## config.mk

```make
export PLATFORM = sky130hd
export DESIGN_NAME = reset_release_sequencer
export DESIGN_NICKNAME = d
export VERILOG_FILES = /design/src/rtl/reset_release_sequencer.sv
export SDC_FILE = /design/constraint.sdc
export NUM_CORES = 1
export LEC_CHECK = 0
export CAP_MARGIN = 20
export CORE_MARGIN = 2
export CORE_UTILIZATION = 55
export CTS_CLUSTER_DIAMETER = 40
export DETAILED_ROUTE_END_ITERATION = 7
export GPL_TIMING_DRIVEN = 0
export MAX_ROUTING_LAYER = met4
export PLACE_DENSITY_LB_ADDON = 0.25
export SLEW_MARGIN = 20
export SYNTH_ARGS = -nofsm -noshare
export SYNTH_HDL_FRONTEND = slang
export SYNTH_SLANG_ARGS = --single-unit
export TNS_END_PERCENT = 1
```

## constraint.sdc

```tcl
create_clock -name clk -period 4 [get_ports clk]
set_clock_uncertainty 0.1 [all_clocks]
set_input_delay 0.6 -clock clk [delete_from_list [all_inputs] [get_ports clk]]
set_output_delay 0.6 -clock clk [all_outputs]
set_load 0.02 [all_outputs]
```

## src/rtl/reset_release_sequencer.sv

```systemverilog
// -----------------------------------------------------------------------------
// reset_release_sequencer
//
// Purpose:
//   Distributes the board reset to NUM_OUT downstream reset domains. All
//   outputs assert asynchronously with rst_n. Release of rst_n is synchronized
//   to clk, then the outputs are released one at a time, bit 0 first, every
//   STAGE_DLY cycles. An optional software reset, requested through a 4-phase
//   soft_req/soft_ack handshake, re-asserts every output for PULSE_MIN cycles
//   and then re-runs the same staged release.
//
// Configuration:
//   RST_SEQ_SOFT_REQ_EN - when defined, the SOFT_HOLD state, its pulse counter
//   and the soft_req/soft_ack handshake are built. When undefined, soft_req is
//   ignored, soft_ack is tied low and only power-on sequencing exists; the
//   ports are present in both builds.
//
// Parameters:
//   SYNC_STAGES  flops in the reset-release synchronizer (>= 2)
//   NUM_OUT      number of downstream reset outputs (>= 1)
//   STAGE_DLY    cycles between successive releases (>= 1)
//   PULSE_MIN    cycles all outputs stay asserted for a soft reset (>= 1)
//
// Ports:
//   clk           in   single clock, rising edge
//   rst_n         in   asynchronous active-low reset
//   soft_req      in   software reset request (level, synchronous to clk)
//   soft_ack      out  software reset completion acknowledge
//   rst_out_n     out  [NUM_OUT] downstream active-low resets, registered
//   all_released  out  every output released and sequencer in RUN
// -----------------------------------------------------------------------------
`timescale 1ns/1ps

module reset_release_sequencer #(
    parameter int SYNC_STAGES = 2,
    parameter int NUM_OUT     = 4,
    parameter int STAGE_DLY   = 8,
    parameter int PULSE_MIN   = 4
) (
    input  logic               clk,
    input  logic               rst_n,
    input  logic               soft_req,
    output logic               soft_ack,
    output logic [NUM_OUT-1:0] rst_out_n,
    output logic               all_released
);

    localparam int CNT_W = $clog2(STAGE_DLY + 1);
    localparam int IDX_W = $clog2(NUM_OUT + 1);

    localparam logic [CNT_W-1:0] CNT_LAST = CNT_W'(STAGE_DLY - 1);
    localparam logic [IDX_W-1:0] IDX_LAST = IDX_W'(NUM_OUT - 1);

`ifdef RST_SEQ_SOFT_REQ_EN
    localparam int PULSE_W = $clog2(PULSE_MIN + 1);
    localparam logic [PULSE_W-1:0] PULSE_LAST = PULSE_W'(PULSE_MIN - 1);

    typedef enum logic [1:0] {
        ST_HOLD      = 2'd0,
        ST_RELEASE   = 2'd1,
        ST_RUN       = 2'd2,
        ST_SOFT_HOLD = 2'd3
    } state_e;
`else
    typedef enum logic [1:0] {
        ST_HOLD    = 2'd0,
        ST_RELEASE = 2'd1,
        ST_RUN     = 2'd2
    } state_e;
`endif

    // -------------------------------------------------------------------------
    // Reset-release synchronizer. Assertion is asynchronous through rst_n;
    // only the release is re-timed to clk.
    // -------------------------------------------------------------------------
    logic [SYNC_STAGES-1:0] sync_q;
    logic                   rst_sync;
    logic                   rst_sync_next;

    // NOTE: every register here is cleared by the asynchronous reset; there are
    // no storage arrays, so nothing is left unreset.
    always_ff @(posedge clk or negedge rst_n) begin
        if (!rst_n) begin
            sync_q <= '0;
        end else begin
            // NOTE: sequential state uses non-blocking assignments so all flops
            // sample their inputs from the same edge.
            sync_q <= {sync_q[SYNC_STAGES-2:0], 1'b1};
        end
    end

    assign rst_sync      = sync_q[SYNC_STAGES-1];
    // Value rst_sync will take at the coming edge; HOLD leaves on the edge
    // where rst_sync rises so the first release interval starts there.
    assign rst_sync_next = sync_q[SYNC_STAGES-2];

    // -------------------------------------------------------------------------
    // Sequencer state
    // -------------------------------------------------------------------------
    state_e             state_q, state_d;
    logic [CNT_W-1:0]   cnt_q, cnt_d;
    logic [IDX_W-1:0]   idx_q, idx_d;
    logic [NUM_OUT-1:0] rst_out_q, rst_out_d;
    logic               all_rel_q, all_rel_d;

`ifdef RST_SEQ_SOFT_REQ_EN
    logic [PULSE_W-1:0] pulse_q, pulse_d;
    logic               ack_q, ack_d;
    // A soft reset is in flight; its completion raises soft_ack.
    logic               pend_q, pend_d;
`endif

    always_comb begin
        // NOTE: every output of this block gets a default first so no path
        // leaves a variable unassigned and no latch is inferred.
        state_d   = state_q;
        cnt_d     = cnt_q;
        idx_d     = idx_q;
        rst_out_d = rst_out_q;
        all_rel_d = 1'b0;
`ifdef RST_SEQ_SOFT_REQ_EN
        pulse_d   = pulse_q;
        ack_d     = ack_q;
        pend_d    = pend_q;
`endif

        case (state_q)
            ST_HOLD: begin
                rst_out_d = '0;
                if (rst_sync_next || rst_sync) begin
                    state_d = ST_RELEASE;
                    cnt_d   = '0;
                    idx_d   = '0;
                end
            end

            ST_RELEASE: begin
                if (cnt_q == CNT_LAST) begin
                    cnt_d = '0;
                    for (int i = 0; i < NUM_OUT; i++) begin
                        if (idx_q == IDX_W'(i)) begin
                            rst_out_d[i] = 1'b1;
                        end
                    end
                    // idx reaches NUM_OUT after the last release and is not
                    // used again until RELEASE is re-entered with it cleared.
                    idx_d = idx_q + IDX_W'(1);
                    if (idx_q == IDX_LAST) begin
                        state_d = ST_RUN;
                    end
                end else begin
                    cnt_d = cnt_q + CNT_W'(1);
                end
            end

            ST_RUN: begin
                // all_released is registered, so it rises one edge after RUN
                // is entered and drops on the edge that leaves RUN.
                all_rel_d = 1'b1;
`ifdef RST_SEQ_SOFT_REQ_EN
                if (pend_q) begin
                    // Completion of a soft reset: ack rises with all_released.
                    ack_d  = 1'b1;
                    pend_d = 1'b0;
                end else if (soft_req && !ack_q) begin
                    state_d   = ST_SOFT_HOLD;
                    rst_out_d = '0;
                    all_rel_d = 1'b0;
                    pulse_d   = '0;
                    pend_d    = 1'b1;
                end else if (!soft_req) begin
                    ack_d = 1'b0;
                end
`endif
            end

`ifdef RST_SEQ_SOFT_REQ_EN
            ST_SOFT_HOLD: begin
                rst_out_d = '0;
                if (pulse_q == PULSE_LAST) begin
                    state_d = ST_RELEASE;
                    cnt_d   = '0;
                    idx_d   = '0;
                end else begin
                    pulse_d = pulse_q + PULSE_W'(1);
                end
            end
`endif

            default: begin
                state_d   = ST_HOLD;
                rst_out_d = '0;
            end
        endcase
    end

    always_ff @(posedge clk or negedge rst_n) begin
        if (!rst_n) begin
            state_q   <= ST_HOLD;
            cnt_q     <= '0;
            idx_q     <= '0;
            rst_out_q <= '0;
            all_rel_q <= 1'b0;
        end else begin
            state_q   <= state_d;
            cnt_q     <= cnt_d;
            idx_q     <= idx_d;
            rst_out_q <= rst_out_d;
            all_rel_q <= all_rel_d;
        end
    end

`ifdef RST_SEQ_SOFT_REQ_EN
    always_ff @(posedge clk or negedge rst_n) begin
        if (!rst_n) begin
            pulse_q <= '0;
            ack_q   <= 1'b0;
            pend_q  <= 1'b0;
        end else begin
            pulse_q <= pulse_d;
            ack_q   <= ack_d;
            pend_q  <= pend_d;
        end
    end

    assign soft_ack = ack_q;
`else
    logic unused_soft_req;
    assign unused_soft_req = soft_req;
    assign soft_ack        = 1'b0;
`endif

    assign rst_out_n    = rst_out_q;
    assign all_released = all_rel_q;

endmodule
```

==> out/metrics.yaml <==
whs_path_depth: 0
fin_crit_ns: 1.95
cts_buffer_depth: 2
drt_wl_total_um: 1090
dr.pass1.iters: 4
dieArea_mm2: 0.00165
min_path_type: "register to register"
power.total_uw: 647
p_int_uw: 416
synth.area.mux_share_pct: 5.59
min_period_over_period_pct: 48.9
synth_cell_types: 24
vias: 470
cpMaxStageDelayCell: "clkdlybuf4s50_1"
maxSlewViolCount: 0
vias_per_cell: 5.34
nets: 83
p_per_area_mw_per_mm2: 758
combPwrFrac_pct: 41.5
synth_compound_area_share_pct: 11.4
syn_nets: 72
diodes: 0
status: "finished clean"
cts-root-buf: "clkbuf_4"
arrival_ns: 1.25
max_stage_delay_ns: 0.60
hold_viol_final: 0
drc: 0
dp_hpwl_um: 828
synth_area_um2: 738
crit_family: "buffers and inverters"
path_class: "register to primary output"
drt_iter0_drc: 11
cts.repair.resized: 0
worstRegToRegCells: 4
post_cts_buffers: 0
grt_pass1_vias: 407
crit_buf_inv: 1
grt_max_degree: 17
final_common_cell: "dfrtp_1"
insertion_delay_ns: 0.29
cts_sinks: 16
antenna_found_initial: 0
io_buffers: 6
max-slew-margin-rel_pct: 54.6
synth_top_family_by_area: "simple AND/OR/NAND/NOR gates"
ys_ff_latch: 16
n_fill_cell: 104
setup_tns_ns: 0
final_cell_mix: "dfrtp_1, ha_1, clkdlybuf4s50_1"
cp-end-kind: "primary output"
place_area_um2: 817
finalSetupViolCount: 0
p_sw_share_pct: 35.6
clkPwrFrac_pct: 16.4
yosysWarnings: 0
p_seq_share_pct: 42.1
gp_congestion: 0.767
grtUsageTotal_pct: 16.7
worstSetupStartpointType: "register"
cts_max_level: 1
cts_made_buffers: 3
design_area_um2: 853
synth-xor-area-share_pct: 0
cts-hold-fix-buffers: 0
rsz0062_at_grt: "no"
cap_violations: 0
finish.utilization_pct: 67.3
grt_first_pass_wirelength_um: 1660
yosys.area_share.simple_pct: 14.6
p_leak_uw: 0.000437
yosysSeqAreaShare_pct: 54.2
syn_inst: 63
antenna_left: 0
fmax_mhz: 512
synthAdderAreaFrac_pct: 10.2
cp.depth: 1
cts_tree: "yes"
worst_pin_slew_ns: 0.679
area_growth_pct: 15.6
rows: 13
crit_required_ns: 3.30
dieWidth_um: 40.6
clkTransAtPathRegs_ns: 0.09
layout-drive-gt1-share_pct: 8.22
initial_core_util_pct: 58.2
ir_drop_v: 0.000340
path_cells: "clkdlybuf4s50_1"
whs_ns: 0.287
die_y_um: 40.6
grt_remaining_overflow: 0
avgSynthCellArea_um2: 11.7
core-area_mm2: 0.00127
wl_per_cell_um: 12.3
p_switching_uw: 230
critPathMaxFanout: 2
num_io_pins: 9
==> power groups by stage <==
stage                     registers, µW  logic [µW]  clock network [µW]
after floorplan                     286         173                   0
after global placement              271         257                   0
after detailed placement            276         270                   0
after CTS                           272         272                 110
after global routing                282         302                 114
final                               272         268                 106
==> path summary, 6_finish.rpt <==
check | start | to | slack [ns]
min in group asynchronous | rst_n | cnt_q[1] | 0.61
setup reg to reg | cnt_q[0] | idx_q[2] | 2.28
max in group asynchronous | rst_n | sync_q[0] | 2.75
hold reg to reg | sync_q[0] | sync_q[1] | 0.29
setup / recovery | rst_out_n[0] | rst_out_n[0] | 2.05
hold / removal | sync_q[0] | sync_q[1] | 0.29
==> area by class of cell <==
| class | count | area [µm²] | share of cell area [%] |
|---|---|---|---|
| flip-flops and latches | 16 | 400 | 46.9 |
| multi-input cells | 42 | 315 | 37.0 |
| repair buffers | 6 | 60.1 | 7.04 |
| clock buffers | 4 | 36.3 | 4.25 |
| well taps | 15 | 18.8 | 2.20 |
| inverters | 4 | 15.0 | 1.76 |
| plain buffers | 1 | 7.51 | 0.880 |
==> metrics by stage <==
step	instances	setup WS, ns
after global routing	88	1.99
after global placement	84	2.30
final	88	2.05
after detailed placement	84	2.27
after floorplan	63	2.43
after CTS	88	2.03
==> kinds of logic (layout without fill, tap and decap cells) <==
kind of cell / count (synthesis) / after routing
other cells: 2 / 2
buf+inv: 5 / 15
fa+ha+maj: 6 / 6
compound gates: 10 / 10
simple gates: 20 / 20
mux: 4 / 4
flops: 16 / 16
==> registers in the layout (all words and copies together) (netlist names) <==
name / cells
cnt_q: 4
all_released: 1
rst_out_n: 4
idx_q: 3
sync_q: 2
state_q: 2
==> synth_stat cells <==
cell type  number  area, µm²
a211o_1         1       8.76
a211oi_2        1       12.5
a21o_1          1       7.51
a22o_1          5       43.8
a31oi_1         1       6.26
and3_1          1       6.26
and3b_1         1       8.76
buf_4           1       7.51
conb_1          2       7.51
dfrtp_1        16        400
ha_1            6       75.1
inv_1           4       15.0
mux2_1          1       11.3
mux2i_1         3       30.0
nand2_1         5       18.8
nand2b_1        3       18.8
nand3_1         2       10.0
nand3b_1        1       7.51
nor2_1          1       3.75
nor2b_1         1       6.26
nor3_1          3       15.0
nor4_1          1       6.26
o21ai_0         1       5.00
or2_1           1       6.26
==> per-layer routing <==
metal / up-vias / GRT usage (%) / routed length [µm]
li1: 239 / - / -
met5: - / - / 0
met4: 0 / 9.17 / 18
met1: 220 / 19.9 / 516
met2: 9 / 24.2 / 500
met3: 2 / 6.52 / 50
No activity file was read; power rests on OpenSTA's default activity.
